### config.mk
export PLATFORM = sky130hd
export DESIGN_NAME = de_stage
export DESIGN_NICKNAME = d
export VERILOG_FILES = /design/src/rtl/de_pkg.sv /design/src/rtl/de_regfile.sv /design/src/rtl/de_stage_chk.sv /design/src/rtl/de_stage.sv
export SDC_FILE = /design/constraint.sdc
export NUM_CORES = 2
export LEC_CHECK = 0
export BUFFER_PORTS_ARGS = -buffer_cell sky130_fd_sc_hd__buf_2
export CAP_MARGIN = 20
export CORE_MARGIN = 4
export CORE_UTILIZATION = 60
export DETAILED_ROUTE_END_ITERATION = 7
export PLACE_DENSITY_LB_ADDON = 0.3
export SYNTH_ARGS = -nofsm -noshare
export SYNTH_HDL_FRONTEND = slang
export SYNTH_SLANG_ARGS = --single-unit
### constraint.sdc
create_clock -name clk -period 4.6 [get_ports clk]
set_input_delay 0.23 -clock clk [delete_from_list [all_inputs] [get_ports clk]]
set_output_delay 0.23 -clock clk [all_outputs]
set_load 0.01 [all_outputs]
### src/rtl/de_pkg.sv
// de_pkg: shared types and constants for the RV32I decode stage.
//   - latch widths and the DE latch field offsets (AGEX slices the same bus)
//   - op_e: 6-bit decoded operation, OP_INVALID for anything unrecognised
//   - RV32I opcode / funct3 / funct7 encodings used by the decoder
//   - fe_latch_t / de_latch_t: packed views of the fetch and DE latches
package de_pkg;

  localparam int DBITS      = 32;
  localparam int REGNO      = 32;
  localparam int REGBITS    = 5;
  localparam int SB_BITS    = 2;
  localparam int FE_LATCH_W = 129;
  localparam int DE_LATCH_W = 205;

  localparam logic [SB_BITS-1:0] SB_ZERO = 2'd0;
  localparam logic [SB_BITS-1:0] SB_ONE  = 2'd1;
  localparam logic [SB_BITS-1:0] SB_MAX  = 2'd3;

  // DE latch bit offsets (LSB of each field), MSB-first order
  localparam int DE_VALID_BIT  = 204;
  localparam int DE_OP_LSB     = 198;
  localparam int DE_WR_EN_BIT  = 197;
  localparam int DE_RD_LSB     = 192;
  localparam int DE_RS1VAL_LSB = 160;
  localparam int DE_RS2VAL_LSB = 128;
  localparam int DE_IMM_LSB    = 96;
  localparam int DE_PC_LSB     = 64;
  localparam int DE_PCPLUS_LSB = 32;
  localparam int DE_ICNT_LSB   = 0;

  typedef enum logic [5:0] {
    OP_INVALID = 6'd0,
    OP_LUI     = 6'd1,
    OP_AUIPC   = 6'd2,
    OP_JAL     = 6'd3,
    OP_JALR    = 6'd4,
    OP_BEQ     = 6'd5,
    OP_BNE     = 6'd6,
    OP_BLT     = 6'd7,
    OP_BGE     = 6'd8,
    OP_BLTU    = 6'd9,
    OP_BGEU    = 6'd10,
    OP_LW      = 6'd11,
    OP_SW      = 6'd12,
    OP_ADDI    = 6'd13,
    OP_SLTI    = 6'd14,
    OP_SLTIU   = 6'd15,
    OP_XORI    = 6'd16,
    OP_ORI     = 6'd17,
    OP_ANDI    = 6'd18,
    OP_SLLI    = 6'd19,
    OP_SRLI    = 6'd20,
    OP_SRAI    = 6'd21,
    OP_ADD     = 6'd22,
    OP_SUB     = 6'd23,
    OP_SLL     = 6'd24,
    OP_SLT     = 6'd25,
    OP_SLTU    = 6'd26,
    OP_XOR     = 6'd27,
    OP_SRL     = 6'd28,
    OP_SRA     = 6'd29,
    OP_OR      = 6'd30,
    OP_AND     = 6'd31
  } op_e;

  localparam logic [6:0] OPC_LUI    = 7'b0110111;
  localparam logic [6:0] OPC_AUIPC  = 7'b0010111;
  localparam logic [6:0] OPC_JAL    = 7'b1101111;
  localparam logic [6:0] OPC_JALR   = 7'b1100111;
  localparam logic [6:0] OPC_BRANCH = 7'b1100011;
  localparam logic [6:0] OPC_LOAD   = 7'b0000011;
  localparam logic [6:0] OPC_STORE  = 7'b0100011;
  localparam logic [6:0] OPC_OPIMM  = 7'b0010011;
  localparam logic [6:0] OPC_OP     = 7'b0110011;

  localparam logic [2:0] F3_ADD  = 3'b000;
  localparam logic [2:0] F3_SLL  = 3'b001;
  localparam logic [2:0] F3_SLT  = 3'b010;
  localparam logic [2:0] F3_SLTU = 3'b011;
  localparam logic [2:0] F3_XOR  = 3'b100;
  localparam logic [2:0] F3_SR   = 3'b101;
  localparam logic [2:0] F3_OR   = 3'b110;
  localparam logic [2:0] F3_AND  = 3'b111;
  localparam logic [2:0] F3_BEQ  = 3'b000;
  localparam logic [2:0] F3_BNE  = 3'b001;
  localparam logic [2:0] F3_BLT  = 3'b100;
  localparam logic [2:0] F3_BGE  = 3'b101;
  localparam logic [2:0] F3_BLTU = 3'b110;
  localparam logic [2:0] F3_BGEU = 3'b111;
  localparam logic [2:0] F3_W    = 3'b010;

  localparam logic [6:0] F7_BASE = 7'b0000000;
  localparam logic [6:0] F7_ALT  = 7'b0100000;

  typedef struct packed {
    logic             valid;
    logic [DBITS-1:0] inst;
    logic [DBITS-1:0] pc;
    logic [DBITS-1:0] pcplus;
    logic [DBITS-1:0] inst_count;
  } fe_latch_t;

  typedef struct packed {
    logic               valid;
    op_e                op;
    logic               wr_en;
    logic [REGBITS-1:0] rd;
    logic [DBITS-1:0]   rs1val;
    logic [DBITS-1:0]   rs2val;
    logic [DBITS-1:0]   imm;
    logic [DBITS-1:0]   pc;
    logic [DBITS-1:0]   pcplus;
    logic [DBITS-1:0]   inst_count;
  } de_latch_t;

endpackage

### src/rtl/de_regfile.sv
// de_regfile: 32x32 register file, 2 read / 1 write.
//   clk, rst_n       : clock, asynchronous active-low reset (clears x1..x31)
//   ra1/ra2, rd1/rd2 : combinational read ports; x0 reads 0, a same-cycle
//                      write to the read address is forwarded (write-through)
//   we, wa, wd       : write port, committed on the rising edge when wa != 0
module de_regfile
  import de_pkg::*;
(
  input  logic               clk,
  input  logic               rst_n,
  input  logic [REGBITS-1:0] ra1,
  input  logic [REGBITS-1:0] ra2,
  output logic [DBITS-1:0]   rd1,
  output logic [DBITS-1:0]   rd2,
  input  logic               we,
  input  logic [REGBITS-1:0] wa,
  input  logic [DBITS-1:0]   wd
);

  logic [DBITS-1:0] regs_q [REGNO];
  logic [DBITS-1:0] regs_d [REGNO];

  // next register contents; entry 0 is pinned to zero
  always_comb begin
    for (int r = 0; r < REGNO; r++) begin
      regs_d[r] = (we && (wa == REGBITS'(r)) && (r != 0)) ? wd : regs_q[r];
    end
    regs_d[0] = '0;
  end

  // register storage
  always_ff @(posedge clk or negedge rst_n) begin
    if (!rst_n) begin
      for (int r = 0; r < REGNO; r++) begin
        regs_q[r] <= '0;
      end
    end else begin
      for (int r = 0; r < REGNO; r++) begin
        regs_q[r] <= regs_d[r];
      end
    end
  end

  // read ports with write-through forwarding
  always_comb begin
    rd1 = (ra1 == 5'd0) ? 32'd0 : ((we && (wa == ra1)) ? wd : regs_q[ra1]);
    rd2 = (ra2 == 5'd0) ? 32'd0 : ((we && (wa == ra2)) ? wd : regs_q[ra2]);
  end

endmodule

### src/rtl/de_stage_chk.sv
// de_stage_chk: scoreboard sanity checks for de_stage (simulation only).
//   clk, rst_n : clock, active-low reset (checks idle while in reset)
//   sb_q       : current per-register pending-write counters
//   sb_inc     : per-register increment request this cycle
//   sb_dec     : per-register decrement request this cycle
module de_stage_chk
  import de_pkg::*;
(
  input logic                            clk,
  input logic                            rst_n,
  input logic [REGNO-1:0][SB_BITS-1:0]   sb_q,
  input logic [REGNO-1:0]                sb_inc,
  input logic [REGNO-1:0]                sb_dec
);

  // a lone increment at max or a lone decrement at zero means the pipeline lost track
  always @(posedge clk) begin
    if (rst_n) begin
      for (int r = 0; r < REGNO; r++) begin
        assert (!(sb_inc[r] && !sb_dec[r] && (sb_q[r] == SB_MAX)))
          else $error("scoreboard overflow on x%0d", r);
        assert (!(sb_dec[r] && !sb_inc[r] && (sb_q[r] == SB_ZERO)))
          else $error("scoreboard underflow on x%0d", r);
      end
    end
  end

endmodule

### src/rtl/de_stage.sv
// de_stage: RV32I decode stage.
//   clk           : clock
//   reset         : asynchronous active-low reset
//   fe_latch_in   : {valid, inst, pc, pcplus, inst_count} from fetch
//   agex_flush    : AGEX redirect this cycle; squashes this and the next input
//   wb_wr_en/reg/data : writeback port into the register file
//   stall_to_fe   : RAW hazard, fetch must hold (combinational)
//   de_latch_out  : registered {valid, op, wr_en, rd, rs1val, rs2val, imm,
//                   pc, pcplus, inst_count} toward AGEX
// Optional build macro DE_STALL_STATS_EN adds perf_stall_cnt and
// perf_squash_cnt (32-bit wrapping counters).
module de_stage
  import de_pkg::*;
(
  input  logic                  clk,
  input  logic                  reset,
  input  logic [FE_LATCH_W-1:0] fe_latch_in,
  input  logic                  agex_flush,
  input  logic                  wb_wr_en,
  input  logic [REGBITS-1:0]    wb_wr_reg,
  input  logic [DBITS-1:0]      wb_wr_data,
  output logic                  stall_to_fe,
  output logic [DE_LATCH_W-1:0] de_latch_out
`ifdef DE_STALL_STATS_EN
  ,
  output logic [31:0]           perf_stall_cnt,
  output logic [31:0]           perf_squash_cnt
`endif
);

  fe_latch_t fe_s;
  assign fe_s = fe_latch_in;

  logic [6:0]         opcode_s;
  logic [2:0]         funct3_s;
  logic [6:0]         funct7_s;
  logic [REGBITS-1:0] rd_s, rs1_s, rs2_s;
  logic [DBITS-1:0]   imm_i_s, imm_s_s, imm_b_s, imm_u_s, imm_j_s;

  assign opcode_s = fe_s.inst[6:0];
  assign rd_s     = fe_s.inst[11:7];
  assign funct3_s = fe_s.inst[14:12];
  assign rs1_s    = fe_s.inst[19:15];
  assign rs2_s    = fe_s.inst[24:20];
  assign funct7_s = fe_s.inst[31:25];

  assign imm_i_s = {{20{fe_s.inst[31]}}, fe_s.inst[31:20]};
  assign imm_s_s = {{20{fe_s.inst[31]}}, fe_s.inst[31:25], fe_s.inst[11:7]};
  assign imm_b_s = {{19{fe_s.inst[31]}}, fe_s.inst[31], fe_s.inst[7],
                    fe_s.inst[30:25], fe_s.inst[11:8], 1'b0};
  assign imm_u_s = {fe_s.inst[31:12], 12'd0};
  assign imm_j_s = {{11{fe_s.inst[31]}}, fe_s.inst[31], fe_s.inst[19:12],
                    fe_s.inst[20], fe_s.inst[30:21], 1'b0};

  op_e              op_s;
  logic             wr_fmt_s, use_rs1_s, use_rs2_s, wr_en_s;
  logic [DBITS-1:0] imm_s;

  // opcode/funct3/funct7 -> operation
  always_comb begin
    op_s = OP_INVALID;
    case (opcode_s)
      OPC_LUI:    op_s = OP_LUI;
      OPC_AUIPC:  op_s = OP_AUIPC;
      OPC_JAL:    op_s = OP_JAL;
      OPC_JALR:   op_s = (funct3_s == 3'b000) ? OP_JALR : OP_INVALID;
      OPC_BRANCH: begin
        case (funct3_s)
          F3_BEQ:  op_s = OP_BEQ;
          F3_BNE:  op_s = OP_BNE;
          F3_BLT:  op_s = OP_BLT;
          F3_BGE:  op_s = OP_BGE;
          F3_BLTU: op_s = OP_BLTU;
          F3_BGEU: op_s = OP_BGEU;
          default: op_s = OP_INVALID;
        endcase
      end
      OPC_LOAD:   op_s = (funct3_s == F3_W) ? OP_LW : OP_INVALID;
      OPC_STORE:  op_s = (funct3_s == F3_W) ? OP_SW : OP_INVALID;
      OPC_OPIMM: begin
        case (funct3_s)
          F3_ADD:  op_s = OP_ADDI;
          F3_SLT:  op_s = OP_SLTI;
          F3_SLTU: op_s = OP_SLTIU;
          F3_XOR:  op_s = OP_XORI;
          F3_OR:   op_s = OP_ORI;
          F3_AND:  op_s = OP_ANDI;
          F3_SLL:  op_s = (funct7_s == F7_BASE) ? OP_SLLI : OP_INVALID;
          F3_SR:   op_s = (funct7_s == F7_BASE) ? OP_SRLI :
                          ((funct7_s == F7_ALT) ? OP_SRAI : OP_INVALID);
          default: op_s = OP_INVALID;
        endcase
      end
      OPC_OP: begin
        case ({funct7_s, funct3_s})
          {F7_BASE, F3_ADD}:  op_s = OP_ADD;
          {F7_ALT,  F3_ADD}:  op_s = OP_SUB;
          {F7_BASE, F3_SLL}:  op_s = OP_SLL;
          {F7_BASE, F3_SLT}:  op_s = OP_SLT;
          {F7_BASE, F3_SLTU}: op_s = OP_SLTU;
          {F7_BASE, F3_XOR}:  op_s = OP_XOR;
          {F7_BASE, F3_SR}:   op_s = OP_SRL;
          {F7_ALT,  F3_SR}:   op_s = OP_SRA;
          {F7_BASE, F3_OR}:   op_s = OP_OR;
          {F7_BASE, F3_AND}:  op_s = OP_AND;
          default:            op_s = OP_INVALID;
        endcase
      end
      default: op_s = OP_INVALID;
    endcase
  end

  // operation -> format: immediate, sources used, writes rd
  always_comb begin
    wr_fmt_s  = 1'b0;
    use_rs1_s = 1'b0;
    use_rs2_s = 1'b0;
    imm_s     = 32'd0;
    case (op_s)
      OP_LUI, OP_AUIPC: begin
        wr_fmt_s = 1'b1;
        imm_s    = imm_u_s;
      end
      OP_JAL: begin
        wr_fmt_s = 1'b1;
        imm_s    = imm_j_s;
      end
      OP_JALR, OP_LW, OP_ADDI, OP_SLTI, OP_SLTIU, OP_XORI, OP_ORI, OP_ANDI,
      OP_SLLI, OP_SRLI, OP_SRAI: begin
        wr_fmt_s  = 1'b1;
        use_rs1_s = 1'b1;
        imm_s     = imm_i_s;
      end
      OP_BEQ, OP_BNE, OP_BLT, OP_BGE, OP_BLTU, OP_BGEU: begin
        use_rs1_s = 1'b1;
        use_rs2_s = 1'b1;
        imm_s     = imm_b_s;
      end
      OP_SW: begin
        use_rs1_s = 1'b1;
        use_rs2_s = 1'b1;
        imm_s     = imm_s_s;
      end
      OP_ADD, OP_SUB, OP_SLL, OP_SLT, OP_SLTU, OP_XOR, OP_SRL, OP_SRA,
      OP_OR, OP_AND: begin
        wr_fmt_s  = 1'b1;
        use_rs1_s = 1'b1;
        use_rs2_s = 1'b1;
      end
      default: begin
        wr_fmt_s = 1'b0;
      end
    endcase
  end

  assign wr_en_s = wr_fmt_s && (rd_s != 5'd0);

  logic [DBITS-1:0] rd1_s, rd2_s;

  de_regfile u_regfile (
    .clk   (clk),
    .rst_n (reset),
    .ra1   (rs1_s),
    .ra2   (rs2_s),
    .rd1   (rd1_s),
    .rd2   (rd2_s),
    .we    (wb_wr_en),
    .wa    (wb_wr_reg),
    .wd    (wb_wr_data)
  );

  logic [REGNO-1:0][SB_BITS-1:0] sb_q, sb_d;
  logic [REGNO-1:0]              sb_inc_s, sb_dec_s;
  logic                          kill_q, kill_d;
  logic                          live_s, hz1_s, hz2_s, hazard_s, fire_s;

  // RAW hazard: a pending write is only cleared early by a WB of the last outstanding write.
  // Squashed inputs (flush or kill) never stall so the redirect is not held up.
  always_comb begin
    live_s   = fe_s.valid && !agex_flush && !kill_q;
    hz1_s    = use_rs1_s && (sb_q[rs1_s] != SB_ZERO) &&
               !(wb_wr_en && (wb_wr_reg == rs1_s) && (sb_q[rs1_s] == SB_ONE));
    hz2_s    = use_rs2_s && (sb_q[rs2_s] != SB_ZERO) &&
               !(wb_wr_en && (wb_wr_reg == rs2_s) && (sb_q[rs2_s] == SB_ONE));
    hazard_s = live_s && (hz1_s || hz2_s);
    fire_s   = live_s && !hazard_s;
  end

  assign stall_to_fe = hazard_s;

  // scoreboard next state, saturating both ways
  always_comb begin
    for (int r = 0; r < REGNO; r++) begin
      sb_inc_s[r] = fire_s && wr_en_s && (rd_s == REGBITS'(r));
      sb_dec_s[r] = wb_wr_en && (wb_wr_reg == REGBITS'(r)) && (r != 0);
      case ({sb_inc_s[r], sb_dec_s[r]})
        2'b10:   sb_d[r] = (sb_q[r] == SB_MAX)  ? sb_q[r] : sb_q[r] + SB_ONE;
        2'b01:   sb_d[r] = (sb_q[r] == SB_ZERO) ? sb_q[r] : sb_q[r] - SB_ONE;
        default: sb_d[r] = sb_q[r];
      endcase
    end
    sb_d[0] = SB_ZERO;
  end

  // the redirect edge lets one old-path fetch through, so kill covers the next cycle
  always_comb begin
    kill_d = agex_flush;
  end

  de_latch_t de_latch_q, de_latch_d;

  // DE latch contents: a decoded bundle when firing, otherwise a bubble
  always_comb begin
    de_latch_d = fire_s ? de_latch_t'{
      valid:      1'b1,
      op:         op_s,
      wr_en:      wr_en_s,
      rd:         rd_s,
      rs1val:     use_rs1_s ? rd1_s : 32'd0,
      rs2val:     use_rs2_s ? rd2_s : 32'd0,
      imm:        imm_s,
      pc:         fe_s.pc,
      pcplus:     fe_s.pcplus,
      inst_count: fe_s.inst_count
    } : de_latch_t'('0);
  end

  // stage state: scoreboard, kill flag, DE latch
  always_ff @(posedge clk or negedge reset) begin
    if (!reset) begin
      sb_q       <= '0;
      kill_q     <= 1'b0;
      de_latch_q <= '0;
    end else begin
      sb_q       <= sb_d;
      kill_q     <= kill_d;
      de_latch_q <= de_latch_d;
    end
  end

  assign de_latch_out = de_latch_q;

  de_stage_chk u_chk (
    .clk    (clk),
    .rst_n  (reset),
    .sb_q   (sb_q),
    .sb_inc (sb_inc_s),
    .sb_dec (sb_dec_s)
  );

`ifdef DE_STALL_STATS_EN
  logic [31:0] stall_cnt_q, stall_cnt_d, squash_cnt_q, squash_cnt_d;

  // performance counters, wrapping naturally at 2^32
  always_comb begin
    stall_cnt_d  = stall_cnt_q + (hazard_s ? 32'd1 : 32'd0);
    squash_cnt_d = squash_cnt_q +
                   ((fe_s.valid && (agex_flush || kill_q)) ? 32'd1 : 32'd0);
  end

  // performance counter registers
  always_ff @(posedge clk or negedge reset) begin
    if (!reset) begin
      stall_cnt_q  <= 32'd0;
      squash_cnt_q <= 32'd0;
    end else begin
      stall_cnt_q  <= stall_cnt_d;
      squash_cnt_q <= squash_cnt_d;
    end
  end

  assign perf_stall_cnt  = stall_cnt_q;
  assign perf_squash_cnt = squash_cnt_q;
`endif

endmodule

**Word-level counts from Yosys, hierarchy flattened**

Index checks and enable logic that the tools add are counted.

- Register bits after elaboration: 1260
- Input port bits: 170
- Output and inout bits: 206
- Logic and storage cells: 732

- Add/sub/neg operators: 62
- Magnitude comparators: 4
- Equal/unequal tests: 278
- Muxes and demuxes: 124
- Bitwise gates (word level): 2
- Reduce and logical (&&, ||, !) cells: 189

Operators with widths:

| cell | number |
|---|---|
| 32-bit binary-select mux with 5-bit select | 2 |
| 32-bit two-way mux | 10 |
| 205-bit two-way mux | 1 |
| 5-bit equality test, second input constant | 32 |
| 32-bit one-hot mux with 5 select lines | 1 |
| 2-bit two-way mux | 64 |
| 2-bit equality test, second input constant | 62 |
| 2-bit != test, second input constant | 62 |
| 2-bit one-hot mux with 2 select lines | 31 |
| 6-bit by 5-bit equality test with 1-bit output, second input constant | 16 |
| 3-bit AND reduction | 31 |
| 5-bit by 4-bit equality test with 1-bit output, second input constant | 16 |
| 1-bit logical AND | 76 |
| 2-bit by 1-bit equality test with 1-bit output, second input constant | 33 |
| 2-bit nonzero test | 33 |
| 2-bit by 1-bit adder with 2-bit output, second input constant | 31 |
| 2-bit zero test | 31 |
| 2-bit by 1-bit subtractor with 2-bit output, second input constant | 31 |
| 6-bit one-hot mux with 9 select lines | 1 |
| 5-bit one-hot mux with 10 select lines | 1 |
| 6-bit by 4-bit equality test with 1-bit output, second input constant | 8 |
| 6-bit one-hot mux with 8 select lines | 1 |
| 10-bit by 3-bit equality test with 1-bit output, second input constant | 4 |
| 5-bit by 3-bit equality test with 1-bit output, second input constant | 8 |
| other kinds (38) | 73 |

**Logic depth before layout (Yosys ltp)**

- Depth after elaboration: 19
- Gate-level depth with buffers: 17
- Mapped depth without buffers: 14

**By module**

Synthesis repeated with hierarchy kept, for this count alone.

- Cells, all modules: 4934
- Area total of the unflattened synthesis: 67548.5 sq um

Modules (own cells, without submodules):

| module | times used | cells an instance | area an instance (sq um) | sequential area each (sq um) |
|---|---|---|---|---|
| de_regfile | 1 | 3677 | 53796.6 | 24823.8 |
| de_stage | 1 | 1257 | 13751.9 | 6681.4 |

**Worst setup path before layout**

No wires, ideal clock.

- Kind: input-to-reg
- Start point: input fe_latch_in[108]
- End point: register sb_q[63] (netlist name)
- Setup time: 0.119 ns
- Arrival time: 3.693 ns
- Data required time: 4.481 ns
- Path slack: 0.788 ns
- Stages on the path: 16
- Buffers on the path: 2
- Cell sequence: buf_6 or3b_1 or4_1 a2111oi_2 nor4_2 xnor2_1 o311a_1 buf_6 or4_4 or3_4 inv_2 ha_1 nor2_1 nand3_1 o22ai_1 nor2_1

- Word-level cells in the longest chain between the ends: 17
- Elaborated cells on any way between the ends: 80
- Those cells by class: eq/ne: 51; mux: 11; reduce/logical: 18

Ends and longest elaborated chain:

| element | RTL line | RTL |
|---|---|---|
| start, declared | de_stage.sv:17 | `input logic [FE_LATCH_W-1:0] fe_latch_in,` |
| 10-bit by 3-bit equality test with 1-bit output, or another cell as far along | de_stage.sv:95 | `case ({funct7_s, funct3_s})` |
| 5-bit one-hot mux with 10 select lines, or another cell as far along | de_stage.sv:95 |  |
| 6-bit one-hot mux with 9 select lines (*) | de_stage.sv:62 | `case (opcode_s)` |
| 6-bit by 4-bit equality test with 1-bit output, or another cell as far along | de_stage.sv:119 | `case (op_s)` |
| 28-bit OR reduction (no line) or 17-bit OR reduction (tied branches) | n/a |  |
| 1-bit two-way mux | de_stage.sv:119 |  |
| 1-bit logical AND, on equally long branches (2 in series) | de_stage.sv:181, de_stage.sv:183 |  |
| 1-bit logical OR | de_stage.sv:185 | `hazard_s = live_s && (hz1_s \|\| hz2_s);` |
| 1-bit logical AND | de_stage.sv:185 |  |
| 1-bit zero test | de_stage.sv:186 | `fire_s = live_s && !hazard_s;` |
| 1-bit logical AND | de_stage.sv:186 |  |
| 1-bit logical AND (*) (2 in series) | de_stage.sv:194 | `sb_inc_s[r] = fire_s && wr_en_s && (rd_s == REGBITS'(r));` |
| 2-bit by 1-bit equality test with 1-bit output or 2-bit equality test (tied branches) | de_stage.sv:196 | `case ({sb_inc_s[r], sb_dec_s[r]})` |
| 2-bit != test (no line) or 2-bit nonzero test (tied branches) | n/a |  |
| 3-bit AND reduction (no line) | n/a |  |
| end signal, assigned | de_stage.sv:231 | `sb_q <= '0;` |
| end signal, assigned | de_stage.sv:235 | `sb_q <= sb_d;` |
| end, declared | de_stage.sv:172 | `logic [REGNO-1:0][SB_BITS-1:0] sb_q, sb_d;` |

Every way passes the cells marked *; elsewhere a longest branch is shown, timed or not. The select of a mux whose other input is x is not followed.
A chain may end at the register's enable or synchronous reset.

**Worst setup path in the final report**

- Start point: input fe_latch_in[109]
- End point: register sb_q[55] (netlist name)

Same word-level chain as after synthesis.

==> impl_metrics.csv <==
group,metric,value,unit
status,outcome,"finished, final reports clean",
grt,grt_pass1_wl,313000,um
synthesis,synth.distinct_cells,89,
synthesis,ys.flop_type,"dfrtp_1",
floorplan,row_count,121,
synthesis,synthArstFlopShare,100,%
setup_path,r2r_cells,11,
floorplan,fp.dieArea,116000,um^2
grt,antenna_found_initial,3,
setup_path,crit_chain,"dlygate4sd3_1 -> buf_2 -> or3b_1 -> or4_1 -> a2111oi_2 -> nor4_2 -> xnor2_1 -> o311a_2 -> or4_4 -> or3_4 -> inv_2 -> ha_1 -> nor2_1 -> nand3_1 -> o22ai_1 -> nor2_1",
cts,cts_buffers,132,
power_and_ir_drop,swShare,26.4,%
floorplan,die_y,340,um
sta,hold_violations,0,
drt,viasPerCell,6.73,
drt,drt_iter0_drc,6292,
placed_design,place_congestion,0.879,
floorplan,fp.coreArea,109000,um^2
power_and_ir_drop,combPwrFrac,18.2,%
setup_path,cp_top_family,"simple AND/OR/NAND/NOR gates",
drt,drc,0,
cts,clock_latency,0.76,ns
cts,cts_tree,"built",
sta,setup_tns,0,ns
setup_path,cpMostUsedCell,"nor2_1",
power_and_ir_drop,leakage,35.1,nW
power_and_ir_drop,p_clk_share,37.3,%
placed_design,numPortBuffers,374,
sta,setup-violations-final,0,
placed_design,dp.final_hpwl,115000,um
cts,root_buffer,"clkbuf_16",
cells_and_area,final_common_cell,"nand2_1",
cells_and_area,syn2layout_area_growth,14.5,%
synthesis,synth-seq-area-share,47.7,%
grt,grtUsageTotal,35.9,%
synthesis,yosys_register_bits,1259,
setup_path,cp_slowest_stage_delay,0.52,ns
cts,cts.reportedPaths.clkPinSlew,0.06,ns
hold_path,hold_class,"input port to async pin",
setup_path,reg2reg_from,"sb_q[30]",
power_and_ir_drop,ir_worst_vdd,0.000408,V
drt,antenna_left,0,
sta,worstMarginPinSlew,1.26,ns
synthesis,synth_edf_count,0,
grt,overflow,0,
drt,drtPass1Iterations,6,
cells_and_area,final_cell_mix,"nand2_1 (1355), dfrtp_1 (1259), mux2_2 (618)",
cts,cts.sink_count,1259,
sta,finClkSkew,0.0259,ns
setup_path,crit_fanout,22,
setup_path,cp.required,5.24,ns
synthesis,netlist_area,66100,um^2
power_and_ir_drop,p_seq_share,44.5,%
drt,wl_per_cell,28.3,um
sta,rsz0062_at_grt,"no",
sta,max_freq,0.249,GHz
drt,vias,49181,
floorplan,die-width,340,um
cts,cts_resized,0,
sta,maxSlewViolCount,0,
floorplan,num_io_pins,376,
cts,htreeDepth,4,
sta,post-route-period-util,87.2,%
cts,cts_buffer_depth,3,
setup_path,cp.arrival,4.65,ns
grt,grt_max_degree,154,
power_and_ir_drop,p_int,23.3,mW
cells_and_area,drive_gt1_share,34.6,%
cells_and_area,fin_util,69.4,%
cells_and_area,nets,5896,
setup_path,end_kind,"flop",
sta,slew_headroom,15.3,%
synthesis,synthCells,5440,
setup_path,critPathKind,"input port to flop",
setup_path,reg2reg_to,"sb_q[10]",
drt,routed_wl,207000,um
flow_run,max-cap-violations,0,
cells_and_area,fillerInstances,7221,
setup_path,start_kind,"input port",
synthesis,ys_warn_count,0,
grt,grt_pass1_vias,50509,
setup_path,r2r_slack,0.89,ns
setup_path,cp_num_buf_inv,3,
power_and_ir_drop,p_switching,8.39,mW
synthesis,syn_nets,5618,
floorplan,start_util,60.6,%
sta,period_minus_slack,4.01,ns
setup_path,cp_slowest_cell,"dlygate4sd3_1",
synthesis,syn_avg_cell_area,12.2,um^2
power_and_ir_drop,p_per_area,419,nW/um^2
## per-stage QoR
step	std cells	area, um^2	worst slack, ns	hold slack (ns)	total power [mW]
after floorplan	5440	66100	0.788	-0.0656	18.1
after global placement	6906	69300	0.484	0.324	19.5
after detailed placement	6907	69300	0.446	0.319	19.8
after CTS	7299	75700	0.686	0.0340	31.7
after global routing	7302	75700	0.463	0.107	32.9
final	7305	75700	0.591	0.0355	31.7
## power groups by stage
stage / sequential (mW) / clock [mW] / combinational, mW
floorplan: 13.8 / 0 / 4.31
global placement: 14.0 / 0 / 5.42
detailed placement: 14.2 / 0 / 5.60
CTS: 14.0 / 11.9 / 5.76
global route: 14.3 / 12.4 / 6.23
finish: 14.1 / 11.8 / 5.78
## synth_stat cells (7+ instances only)
library cell  count  share of area, %
nand2_1        1366               7.8
or3_1            11              0.10
nand4_1          21              0.20
nand2b_1         26              0.25
or4_1             9              0.10
buf_1            41              0.23
a21oi_1         103              0.78
nor2b_1          21              0.20
mux4_2          602                21
a22o_1           32              0.42
buf_2            58              0.44
ha_1              8              0.15
clkbuf_1        377               2.1
a21o_1           17              0.19
nor4_1           15              0.14
buf_6             7              0.12
dfrtp_1        1259                48
xor2_1            8              0.11
inv_1            28              0.16
o31ai_1          19              0.22
nor3_1           42              0.32
nor2_1          229               1.3
mux2i_1         124               1.9
o211ai_1         15              0.17
and3_1            7             0.066
nand3_1          28              0.21
mux2_2          618                11
and2_1          125               1.2
o21ai_0          84              0.64
## layout make-up
cell class	instances	area, um^2	area share [%]
Inverter	34	138	0.182
Clock inverter	43	747	0.987
Timing Repair Buffer	632	4570	6.04
Tap cell	1476	1850	2.44
Clock buffer	198	4120	5.44
Sequential cell	1259	31500	41.6
Antenna cell	4	10.0	0.0132
Multi-Input combinational cell	3659	32800	43.3
## sequential cells by signal, summed over array words and instances, names as in the netlist
signal,count
u_regfile.regs_q,992
de_latch_out,204
sb_q,62
kill_q,1
## worst max path at each step
| stage | cells past startpoint | slack, ns | from | endpoint |
|---|---|---|---|---|
| after global routing | 16 | 0.46 | fe_latch_in[109] | sb_q[55] |
| after floorplan | 16 | 0.79 | fe_latch_in[108] | sb_q[63] |
| after global placement | 15 | 0.48 | fe_latch_in[109] | sb_q[63] |
| final | 16 | 0.59 | fe_latch_in[109] | sb_q[55] |
| after detailed placement | 15 | 0.45 | fe_latch_in[109] | sb_q[63] |
| after CTS | 16 | 0.69 | fe_latch_in[109] | sb_q[63] |
## kinds of logic (layout without fill, tap and decap cells)
kind of cell,Yosys count,after routing,synth area share (%)
buf+inv,522,907,3.18
other cells,1,5,0.00567
flops,1259,1259,47.7
fa+ha+maj,9,9,0.167
simple gates,1939,1939,12.4
xor+xnor,13,13,0.184
compound gates,352,352,3.48
mux,1345,1345,32.9
## what timing repair did
action | 4_1_cts | 5_1_grt
setup buffers | 0 | 0
hold endpoints to repair | 608 | 0
hold buffers | 151 | 0
## per-layer routing
layer / GRT usage [%] / part of all wire (%) / wire, um
met1: 48.0 / 36 / 74300
met2: 55.1 / 46 / 95600
met3: 9.46 / 12 / 25200
met4: 18.4 / 5.8 / 11900
met5: 0 / 0.0063 / 13
Power figures use the tool's default switching activity.
